===== src/rtl/rr_lock_arb_dir1_if.sv =====
// Request/grant bundle between requesters and the locked round-robin arbiter.
interface rr_lock_arb_dir1_if #(
  parameter int N = 8
);
  localparam int IW = (N > 1) ? $clog2(N) : 1;

  logic [N-1:0]  req;
  logic          en;
  logic          done;
  logic [N-1:0]  gnt;
  logic          gnt_valid;
  logic [IW-1:0] gnt_idx;
  logic [IW-1:0] ptr;
  logic          timeout;

  modport master (
    output req, en, done,
    input  gnt, gnt_valid, gnt_idx, ptr, timeout
  );

  modport slave (
    input  req, en, done,
    output gnt, gnt_valid, gnt_idx, ptr, timeout
  );
endinterface


===== src/rtl/rr_lock_arb_dir1.sv =====
// Round-robin arbiter, descending-index search, grants locked until done or MAX_HOLD.
// Grant 1 cycle after request; owner keeps the grant regardless of req/en; no bubble on re-grant.
module rr_lock_arb_dir1 #(
  parameter int N        = 8,
  parameter int MAX_HOLD = 16
) (
  input logic               clock,
  input logic               reset,
  rr_lock_arb_dir1_if.slave bus
);
  localparam int IW = (N > 1) ? $clog2(N) : 1;
  localparam int HW = $clog2(MAX_HOLD + 1);
  localparam logic [IW-1:0] IDX_ONE = IW'(1);
  localparam logic [HW-1:0] CNT_ONE = HW'(1);
  localparam logic [HW-1:0] CNT_MAX = HW'(MAX_HOLD);
  localparam logic [N-1:0]  GNT_LSB = {{(N-1){1'b0}}, 1'b1};

  typedef enum logic {IDLE, LOCK} state_t;

  state_t        r_state;
  logic [N-1:0]  r_gnt;
  logic          r_gnt_valid;
  logic [IW-1:0] r_gnt_idx;
  logic [IW-1:0] r_ptr;
  logic          r_timeout;
  logic [HW-1:0] r_hold_cnt;

  logic          w_limit;
  logic          w_release;
  logic          w_arb;
  logic [IW-1:0] w_base;
  logic [IW-1:0] w_cand;
  logic [IW-1:0] w_win_idx;
  logic          w_win_found;

  assign w_limit   = (r_hold_cnt == CNT_MAX);
  assign w_release = (r_state == LOCK) && (bus.done || w_limit);
  // On release the search starts just below the outgoing owner, making it lowest priority.
  assign w_base    = (r_state == LOCK) ? (r_gnt_idx - IDX_ONE) : r_ptr;
  assign w_arb     = bus.en && (|bus.req) && ((r_state == IDLE) || w_release);

  // N is a power of 2, so IW-bit subtraction wraps modulo N.
  always_comb begin
    w_cand      = '0;
    w_win_idx   = '0;
    w_win_found = 1'b0;
    for (int k = 0; k < N; k++) begin
      w_cand = w_base - IW'(k);
      if (!w_win_found && bus.req[w_cand]) begin
        w_win_idx   = w_cand;
        w_win_found = 1'b1;
      end
    end
  end

  always_ff @(posedge clock or posedge reset) begin
    if (reset) begin
      r_state     <= IDLE;
      r_gnt       <= '0;
      r_gnt_valid <= 1'b0;
      r_gnt_idx   <= '0;
      r_ptr       <= IW'(N - 1);
      r_timeout   <= 1'b0;
      r_hold_cnt  <= '0;
    end else begin
      r_timeout <= 1'b0;
      case (r_state)
        IDLE: begin
          if (w_arb) begin
            r_state     <= LOCK;
            r_gnt       <= GNT_LSB << w_win_idx;
            r_gnt_valid <= 1'b1;
            r_gnt_idx   <= w_win_idx;
            r_hold_cnt  <= CNT_ONE;
          end
        end
        LOCK: begin
          if (w_release) begin
            r_ptr     <= w_base;
            r_timeout <= !bus.done;
            if (w_arb) begin
              r_gnt       <= GNT_LSB << w_win_idx;
              r_gnt_valid <= 1'b1;
              r_gnt_idx   <= w_win_idx;
              r_hold_cnt  <= CNT_ONE;
            end else begin
              r_state     <= IDLE;
              r_gnt       <= '0;
              r_gnt_valid <= 1'b0;
              r_gnt_idx   <= '0;
              r_hold_cnt  <= '0;
            end
          end else if (!w_limit) begin
            r_hold_cnt <= r_hold_cnt + CNT_ONE;
          end
        end
        default: r_state <= IDLE;
      endcase
    end
  end

  assign bus.gnt       = r_gnt;
  assign bus.gnt_valid = r_gnt_valid;
  assign bus.gnt_idx   = r_gnt_idx;
  assign bus.ptr       = r_ptr;
  assign bus.timeout   = r_timeout;
endmodule


===== src/flat_wrapper.sv =====
// flat-port wrapper written by rule: the top's interface ports become plain ports
module rr_lock_arb_dir1_flat 
#(
  parameter int N        = 8,
  parameter int MAX_HOLD = 16
)
  (clock, reset, bus_req, bus_en, bus_done, bus_gnt, bus_gnt_valid, bus_gnt_idx, bus_ptr, bus_timeout);
  rr_lock_arb_dir1_if #(.N(N)) bus_i ();
  input logic clock;
  input logic reset;
  input wire logic [$bits(bus_i.req)-1:0] bus_req;
  input wire logic [$bits(bus_i.en)-1:0] bus_en;
  input wire logic [$bits(bus_i.done)-1:0] bus_done;
  output wire logic [$bits(bus_i.gnt)-1:0] bus_gnt;
  output wire logic [$bits(bus_i.gnt_valid)-1:0] bus_gnt_valid;
  output wire logic [$bits(bus_i.gnt_idx)-1:0] bus_gnt_idx;
  output wire logic [$bits(bus_i.ptr)-1:0] bus_ptr;
  output wire logic [$bits(bus_i.timeout)-1:0] bus_timeout;
  assign bus_i.req = bus_req;
  assign bus_i.en = bus_en;
  assign bus_i.done = bus_done;
  assign bus_gnt = bus_i.gnt;
  assign bus_gnt_valid = bus_i.gnt_valid;
  assign bus_gnt_idx = bus_i.gnt_idx;
  assign bus_ptr = bus_i.ptr;
  assign bus_timeout = bus_i.timeout;
  rr_lock_arb_dir1 #(.N(N), .MAX_HOLD(MAX_HOLD)) u_core (.clock(clock), .reset(reset), .bus(bus_i));
endmodule

===== config.mk =====
export PLATFORM = sky130hd
export DESIGN_NAME = rr_lock_arb_dir1_flat
export DESIGN_NICKNAME = d
export VERILOG_FILES = /design/src/rtl/rr_lock_arb_dir1_if.sv /design/src/rtl/rr_lock_arb_dir1.sv /design/src/flat_wrapper.sv
export SDC_FILE = /design/constraint.sdc
export NUM_CORES = 1
export LEC_CHECK = 0
export BUFFER_PORTS_ARGS = -buffer_cell sky130_fd_sc_hd__clkbuf_2
export CORE_AREA = 2 2 87 89
export DETAILED_ROUTE_END_ITERATION = 10
export DIE_AREA = 0 0 89 91
export REMOVE_ABC_BUFFERS = 1
export SLEW_MARGIN = 0
export SYNTH_ARGS = -nofsm -noshare
export SYNTH_HDL_FRONTEND = slang
export SYNTH_SLANG_ARGS = --single-unit

===== constraint.sdc =====
create_clock -name clock -period 4.5 [get_ports clock]
set_clock_uncertainty 0.1 [all_clocks]
set_input_delay 0.45 -clock clock [delete_from_list [all_inputs] [get_ports clock]]
set_output_delay 0.45 -clock clock [all_outputs]
set_load 0.02 [all_outputs]

## Word-level counts from Yosys, hierarchy flattened

Index checks and enable logic that the tools add are counted.

- Output and inout port bits: 16
- Bits of input ports: 12
- Word-level logic and storage cells: 107
- Register bits after elaboration: 22

- Bitwise gates (word level): 1
- Multiplexer cells: 53
- $lt $le $gt $ge: 8
- Shift-type cells: 1
- Reductions and logical operators: 24
- Add/subtract/negate cells: 9
- Equal/unequal tests: 4

Operators by type and width:

| kind | count |
|---|---|
| 3-bit 2-to-1 mux | 12 |
| 3-bit by 4-bit < comparator with 1-bit output (second input constant) | 8 |
| 1-bit binary-select mux with 3-bit select | 8 |
| 8-bit 2-to-1 mux | 3 |
| 1-bit 2-to-1 mux | 22 |
| 8-bit one-hot mux with 2 select lines | 1 |
| 5-bit 2-to-1 mux | 3 |
| 3-bit subtractor (second input constant) | 4 |
| 1-bit logical AND | 10 |
| 5-bit one-hot mux with 2 select lines | 1 |
| 1-bit zero test | 8 |
| 8-bit OR reduction | 1 |
| 1-bit by 3-bit left shift with 8-bit output (first input constant) | 1 |
| 3-bit one-hot mux with 2 select lines | 1 |
| 2-bit AND reduction | 3 |
| 3-bit by 1-bit subtractor with 3-bit output (second input constant) | 2 |
| 3-bit by 2-bit subtractor with 3-bit output (second input constant) | 2 |
| 5-bit by 1-bit adder with 5-bit output (second input constant) | 1 |
| 5-bit equality test (second input constant) | 1 |
| 1-bit one-hot mux with 2 select lines | 2 |
| 3-bit inequality test (second input constant) | 1 |
| 1-bit logical OR | 2 |
| 2-bit by 1-bit inequality test with 1-bit output (second input constant) | 1 |
| 2-bit inequality test (second input constant) | 1 |
| 1-bit inverter | 1 |

## Longest topological paths before layout

Gate-level depths: netlist of run 1.

- Word-level depth: 30
- Gate-level depth with buffers: 16
- Mapped depth without buffers: 13

## Worst setup path before layout of run 1

No wires, ideal clock.

- Path type: register to register
- Start point: register u_core.r_gnt_idx[0], in the netlist u_core.bus.gnt_idx[0]
- End point: register u_core.r_gnt[6], in the netlist u_core.bus.gnt[6]
- Path buffers: 3
- Data required time: 4278 ps
- Slack: 562 ps
- Setup time: 122 ps
- Arrival time: 3717 ps
- Cell stages (with the launch flop): 17
- Clock period less this slack: 3938 ps
- Cell sequence: dfrtp_1 -> inv_1 -> ha_1 -> and2_1 -> or2_1 -> buf_6 -> clkinv_1 -> clkbuf_1 -> ha_1 -> buf_1 -> mux4_2 -> nor2b_1 -> a2111oi_4 -> nor4_2 -> o31ai_4 -> nor2_1 -> a32o_1

- Longest elaborated chain between the ends: 30
- Elaborated cells between the ends (all ways): 59
- Classes of those cells: add/sub: 8; shift: 1; mux: 36; reduce/logical: 14

Ends and longest elaborated chain:

| what | RTL line | source |
|---|---|---|
| from (decl) | rr_lock_arb_dir1.sv:23 | `logic [IW-1:0] r_gnt_idx;` |
| from (signal assigned) | rr_lock_arb_dir1.sv:73 | `r_gnt_idx <= w_win_idx;` |
| from (signal assigned) | rr_lock_arb_dir1.sv:84 | `r_gnt_idx <= w_win_idx;` |
| 3-bit by 1-bit subtractor with 3-bit output (*) | rr_lock_arb_dir1.sv:39 | `assign w_base = (r_state == LOCK) ? (r_gnt_idx - IDX_ONE) : r_ptr;` |
| 3-bit 2-to-1 mux (*) | rr_lock_arb_dir1.sv:39 |  |
| parallel branches: the longest is 23 deep, another holds 3-bit by 1-bit subtractor with 3-bit output | - |  |
| 3-bit 2-to-1 mux (*) | rr_lock_arb_dir1.sv:49 | `if (!w_win_found && bus.req[w_cand]) begin` |
| 1-bit by 3-bit left shift with 8-bit output (*) | rr_lock_arb_dir1.sv:71, rr_lock_arb_dir1.sv:82 |  |
| 8-bit 2-to-1 mux | rr_lock_arb_dir1.sv:81 | `if (w_arb) begin` |
| 8-bit 2-to-1 mux | rr_lock_arb_dir1.sv:78 | `if (w_release) begin` |
| 8-bit one-hot mux with 2 select lines (*) | rr_lock_arb_dir1.sv:67 | `case (r_state)` |
| to (signal assigned) | rr_lock_arb_dir1.sv:71 | `r_gnt <= GNT_LSB << w_win_idx;` |
| to (signal assigned) | rr_lock_arb_dir1.sv:82 | `r_gnt <= GNT_LSB << w_win_idx;` |
| to (decl) | rr_lock_arb_dir1.sv:21 | `logic [N-1:0] r_gnt;` |

Every way passes the cells marked *. The select of a mux whose other input is x is not followed.
A chain may end at the register's enable or synchronous reset.

## Worst setup path in the final report of run 1

- Start point: register u_core.r_gnt_idx[0], in the netlist u_core.bus.gnt_idx[0]
- End point: register u_core.r_gnt[7], in the netlist u_core.bus.gnt[7]

Same word-level chain as after synthesis.

==> results.yml, run 1 <==
pwr:
  powerDensity_mw_per_mm2: 853.6
  power_leakage_nw: 0.9624
  peakVddDrop_v: 0.0004476
route:
  remaining_drc_errors: 0
  wire_per_inst_um: 15.47
  num_vias: 1878
  drtPass1Iterations: 4
  drt-initial-drc-count: 240
  viasPerCell: 5.459
  wl_mm: 5.323
  ant_nets: 0
cts:
  cts_root_buf: "clkbuf_8"
  clk_latency_ns: 0.26
  path_clk_slew_ns: 0.07
  cts_max_level: 1
  post_cts_resized: 0
  cts_sinks: 22
  cts_tree: "yes"
  clk_path_buf_depth: 2
  post-cts-setup-buffer-count: 0
  cts_buffers: 3
  hold_buffers: 0
setup_path:
  crit_fanout: 8
  crit_type: "reg2reg"
  endpoint_kind: "flop"
  startpoint_type: "flop"
  required_ns: 4.55
  arrival_ns: 3.97
cells_and_area:
  layout.nets: 262
  diodes: 0
  layout.cells.non_filler: 344
  layout_commonest_cell: "clkbuf_2"
  layout-drive-gt1-share: 0.2816
  syn_to_final_growth_pct: 13.27
  final_cell_mix: "27 x clkbuf_2, 23 x nand2_1, 19 x dfrtp_1, 15 x o21ai_0, 14 x nand3_1"
sta:
  period_needed_ns: 3.925
  max_slew.worst_pin.slew_ns: 0.8135
  hold_viol: 0
  min_period_over_period: 0.8722
  setup_viol: 0
  max_freq_ghz: 0.2548
  tns_ns: 0
  grt_setup_unrepaired: "no"
  slew_headroom: 0.4571
  slew_violations: 0
place:
  dp.cells: 340
  gp_congestion: 0.8927
  dp_hpwl_mm: 4.169
  port_buffers: 27
synth:
  synth_cell_types: 68
  ys_warn_count: 0
  syn_area_per_cell_um2: 9.475
  synth_top_flop_cell: "dfrtp_1"
  ys_seq_elements: 22
  ys_top_cells_by_area: "dfrtp_1 23%, mux4_2 6.5%, nand2_1 4.1%, mux2i_1 3.8%, dfstp_2 3.8%"
  synth_top_area_share: 0.2281
  synth_top_area_cell: "dfrtp_1"
  ys_seq_area_frac: 0.2659
  async_reset_ff_frac: 1.000
  syn_area_mm2: 0.002084
  synth_edf_count: 0
  synthCells: 220
global_routing:
  grt_overflow: 0
  first_global_vias: 1841
  grt_max_degree: 23
  grt_first_pass_wirelength_mm: 9.114
  grt_use_total: 0.1372
  antenna_found_initial: 0
outcome:
  status: "completed"
floorplan:
  die_y_um: 91
  start_util: 0.2921
  coreArea_mm2: 0.007137
  die_width_um: 89
  rows: 31
  io_pins: 28
  dieArea_mm2: 0.008099
run:
  drv_cap: 0
hold_path:
  hold_path.class: "in2async"
-- final cells by class --
cell class                      count  area [um2]
Timing Repair Buffer               30       157.7
Tap cell                           99       123.9
Multi-Input combinational cell    181        1440
Inverter                            8       30.03
Fill cell                         752        4776
Sequential cell                    22       554.3
Clock buffer                        4       55.05
-- Yosys cell counts (all sizes together), types with 5 or more instances --
master	number
inv	7
a21oi	9
nor3	7
o21ai	21
mux4	6
nor2	14
nand3	14
mux2	6
nand2	23
dfrtp	19
mux2i	10
buf	5
-- power breakdown --
group          switching, mW  internal, mW  total [mW]
clock                 0.0594        0.0779       0.137
combinational          0.929         0.635        1.56
sequential            0.0473         0.267       0.315
total                   1.04         0.980        2.02
-- through the flow --
step	instance area [um2]	power, mW	setup WS, ns	utilization	hold WS, ns
global route	2361	2.173	0.2793	0.3308	0.2816
detailed placement	2306	1.868	0.6058	0.3231	0.3681
floorplan	2024	1.531	0.3337	-	0.3370
finish	2361	2.015	0.5753	0.3308	0.2226
CTS	2361	2.017	0.5787	0.3308	0.2516
global placement	2306	1.877	0.7343	0.3231	0.3674
-- flip-flops by register name, summed over array words and instances, names as in the netlist --
register,flops
u_core.bus.gnt_idx,3
u_core.bus.timeout,1
u_core.bus.gnt_valid,1
u_core.bus.gnt,8
u_core.r_hold_cnt,5
u_core.bus.ptr,3
u_core.r_state,1
-- routing by layer --
metal  GRT usage  up-vias  share of wire
met5           0        -              0
met3     0.01455       17          0.062
met1      0.1904      882           0.44
met2      0.2139       76           0.47
met4     0.05846        0          0.030
li1            -      903              -
-- worst max-delay path, stage by stage, from the launching register on --
cell and delay, ns:
dfrtp_1 0.43, inv_1 0.06, ha_1 0.29, and2_1 0.15
or2_1 0.31, clkinv_1 0.16, ha_1 0.25, xnor2_2 0.40
mux2i_1 0.31, mux2_2 0.27, a211oi_1 0.08, or4_1 0.56
a21o_1 0.23, a32o_1 0.23
-- path summary, 6_finish.rpt --
path	from	end	slack, ns	cells after the start
worst max-delay path	u_core.bus.gnt_idx[0]	u_core.bus.gnt[7]	0.58	13
worst min-delay path	reset	u_core.bus.gnt_valid	0.22	2
worst max register to register	u_core.bus.gnt_idx[0]	u_core.bus.gnt[7]	0.58	13
worst min register to register	u_core.bus.gnt_valid	u_core.bus.gnt_valid	0.39	2
max in group asynchronous	reset	u_core.bus.gnt[0]	3.58	2
min in group clock	bus_done	u_core.bus.timeout	0.27	2
-- cells by family after synthesis --
| kind of cell | Yosys count | synth area share |
|---|---|---|
| multiplexers | 22 | 0.1591 |
| XOR/XNOR | 5 | 0.03362 |
| AO/OA/AOI/OAI | 67 | 0.2521 |
| flip-flops | 22 | 0.2659 |
| AND/OR/NAND/NOR | 83 | 0.2221 |
| buffers and inverters | 17 | 0.04321 |
| adder cells (fa/ha/maj) | 4 | 0.02401 |
Power figures use the tool's default switching activity.
==> inputs of run 2 (changes only) <==
--- a/config.mk
+++ b/config.mk
@@ -6,9 +6,12 @@
 export NUM_CORES = 1
 export LEC_CHECK = 0
 export BUFFER_PORTS_ARGS = -buffer_cell sky130_fd_sc_hd__clkbuf_2
+export CELL_PAD_IN_SITES_DETAIL_PLACEMENT = 0
+export CELL_PAD_IN_SITES_GLOBAL_PLACEMENT = 2
 export CORE_AREA = 2 2 87 89
 export DETAILED_ROUTE_END_ITERATION = 10
 export DIE_AREA = 0 0 89 91
+export PLACE_DENSITY_LB_ADDON = 0.1
 export REMOVE_ABC_BUFFERS = 1
 export SLEW_MARGIN = 0
 export SYNTH_ARGS = -nofsm -noshare
==> run 2 against run 1 <==
Effect of this change: sequential power about the same; core utilization up 0.11 points; via count down 2.1%; final cell count up 0.29%; fmax up 0.86%; critical path depth down 2; highest routed layer unchanged; sequential cell count unchanged; design area up 0.32%; clock power up 4%.
==> results.yml, run 2 (same netlist as run 1, synthesis figures left out) <==
cts:
  cts_tree: "yes"
  cts_root_buf: "clkbuf_8"
  cts_buffers: 3
  clk_path_buf_depth: 2
  hold_buffers: 0
  cts_max_level: 1
  path_clk_slew_ns: 0.08
  clk_latency_ns: 0.26
  post-cts-setup-buffer-count: 0
  cts_sinks: 22
  post_cts_resized: 0
cells_and_area:
  largest_reg_flops: 8
  layout-drive-gt1-share: 0.2846
  layout_commonest_cell: "clkbuf_2"
  layout.nets: 263
  diodes: 0
  ff_latch_area_um2: 554.3
  fin_util: 0.3319
  fillers: 773
  final_cell_mix: "27 x clkbuf_2, 23 x nand2_1, 19 x dfrtp_1, 15 x o21ai_0, 14 x nand3_1"
  finalInstanceArea_mm2: 0.002369
  layout.cells.non_filler: 345
  multi_input_area_mm2: 0.001440
  syn_to_final_growth_pct: 13.63
route:
  wl_mm: 5.890
  num_vias: 1838
  wire_per_inst_um: 17.07
  drtPass1Iterations: 4
  ant_nets: 0
  drt-initial-drc-count: 95
  remaining_drc_errors: 0
  viasPerCell: 5.328
pwr:
  powerDensity_mw_per_mm2: 873.7
  finalPower_mw: 2.069
  power_leakage_nw: 0.9671
  peakVddDrop_v: 0.0003441
global_routing:
  antenna_found_initial: 0
  first_global_vias: 1888
  grt_use_total: 0.1498
  grt_first_pass_wirelength_mm: 9.522
  grt_max_degree: 23
  grt_overflow: 0
hold_path:
  hold_path.class: "in2async"
floorplan:
  dieArea_mm2: 0.008099
  rows: 31
  die_y_um: 91
  coreArea_mm2: 0.007137
  start_util: 0.2921
  die_width_um: 89
  io_pins: 28
sta:
  holdWs_ns: 0.2247
  hold_viol: 0
  max_slew.worst_pin.slew_ns: 0.8510
  slew_headroom: 0.4320
  slew_violations: 0
  period_needed_ns: 3.891
  fin_ws_ns: 0.6087
  setup_viol: 0
  grt_setup_unrepaired: "no"
  min_period_over_period: 0.8647
  max_freq_ghz: 0.2570
  tns_ns: 0
setup_path:
  endpoint_kind: "flop"
  crit_fanout: 10
  r2r_slack_ns: 0.61
  crit_chain: "inv_1 > ha_1 > xnor2_1 > a21o_1 > mux4_2 > mux2_4 > nand2_1 > a211oi_1 > or4_1 > a21o_1 > a32o_1"
  path_common_cell: "a21o_1"
  arrival_ns: 3.95
  crit_type: "reg2reg"
  required_ns: 4.56
  crit_slowest_cell: "or4_1"
  max_stage_delay_ns: 0.56
  startpoint_type: "flop"
place:
  dp_hpwl_mm: 4.641
  gp_congestion: 0.8013
  dp.cells: 341
  port_buffers: 27
  placed_cell_area_mm2: 0.002313
  dp_worst_setup_slack_ns: 0.6045
run:
  drv_cap: 0
outcome:
  status: "completed"
run 2: path summary, 6_finish.rpt:
| check | startpoint | end | cells past startpoint |
|---|---|---|---|
| hold reg to reg | u_core.bus.gnt_valid | u_core.bus.gnt_valid | 2 |
| setup / recovery | u_core.bus.gnt_idx[0] | u_core.bus.gnt[7] | 11 |
| setup reg to reg | u_core.bus.gnt_idx[0] | u_core.bus.gnt[7] | 11 |
| min in group clock | bus_done | u_core.bus.timeout | 2 |
| max in group asynchronous | reset | u_core.r_hold_cnt[2] | 2 |
| hold / removal | reset | u_core.bus.gnt[2] | 2 |
run 2: per-layer routing:
layer,up-vias,share of wire,GRT usage
met1,858,0.43,0.1895
met5,-,0,0
met2,67,0.50,0.2556
met3,14,0.047,0.01455
met4,0,0.031,0.06219
li1,899,-,-
run 2: critical path: cells and delay by family, from the launching register on:
family / cells / cell delay [ns]
xor+xnor: 1 / 0.41
fa+ha+maj: 1 / 0.21
mux: 2 / 0.77
flops: 1 / 0.46
compound gates: 4 / 1.10
simple gates: 2 / 0.68
buf+inv: 1 / 0.07
run 2: power breakdown:
part / internal (mW) / total, mW / switching [mW] / leakage [nW]
combinational: 0.645 / 1.61 / 0.966 / 0.658
clock: 0.0781 / 0.143 / 0.0646 / 0.0288
sequential: 0.267 / 0.316 / 0.0490 / 0.280
run 2: layout make-up:
class,count,area share
sequential,22,0.2340
tap,99,0.05230
clock buffer,4,0.02324
multi-input combinational,181,0.6080
inverter,8,0.01268
timing repair buffer,31,0.06973
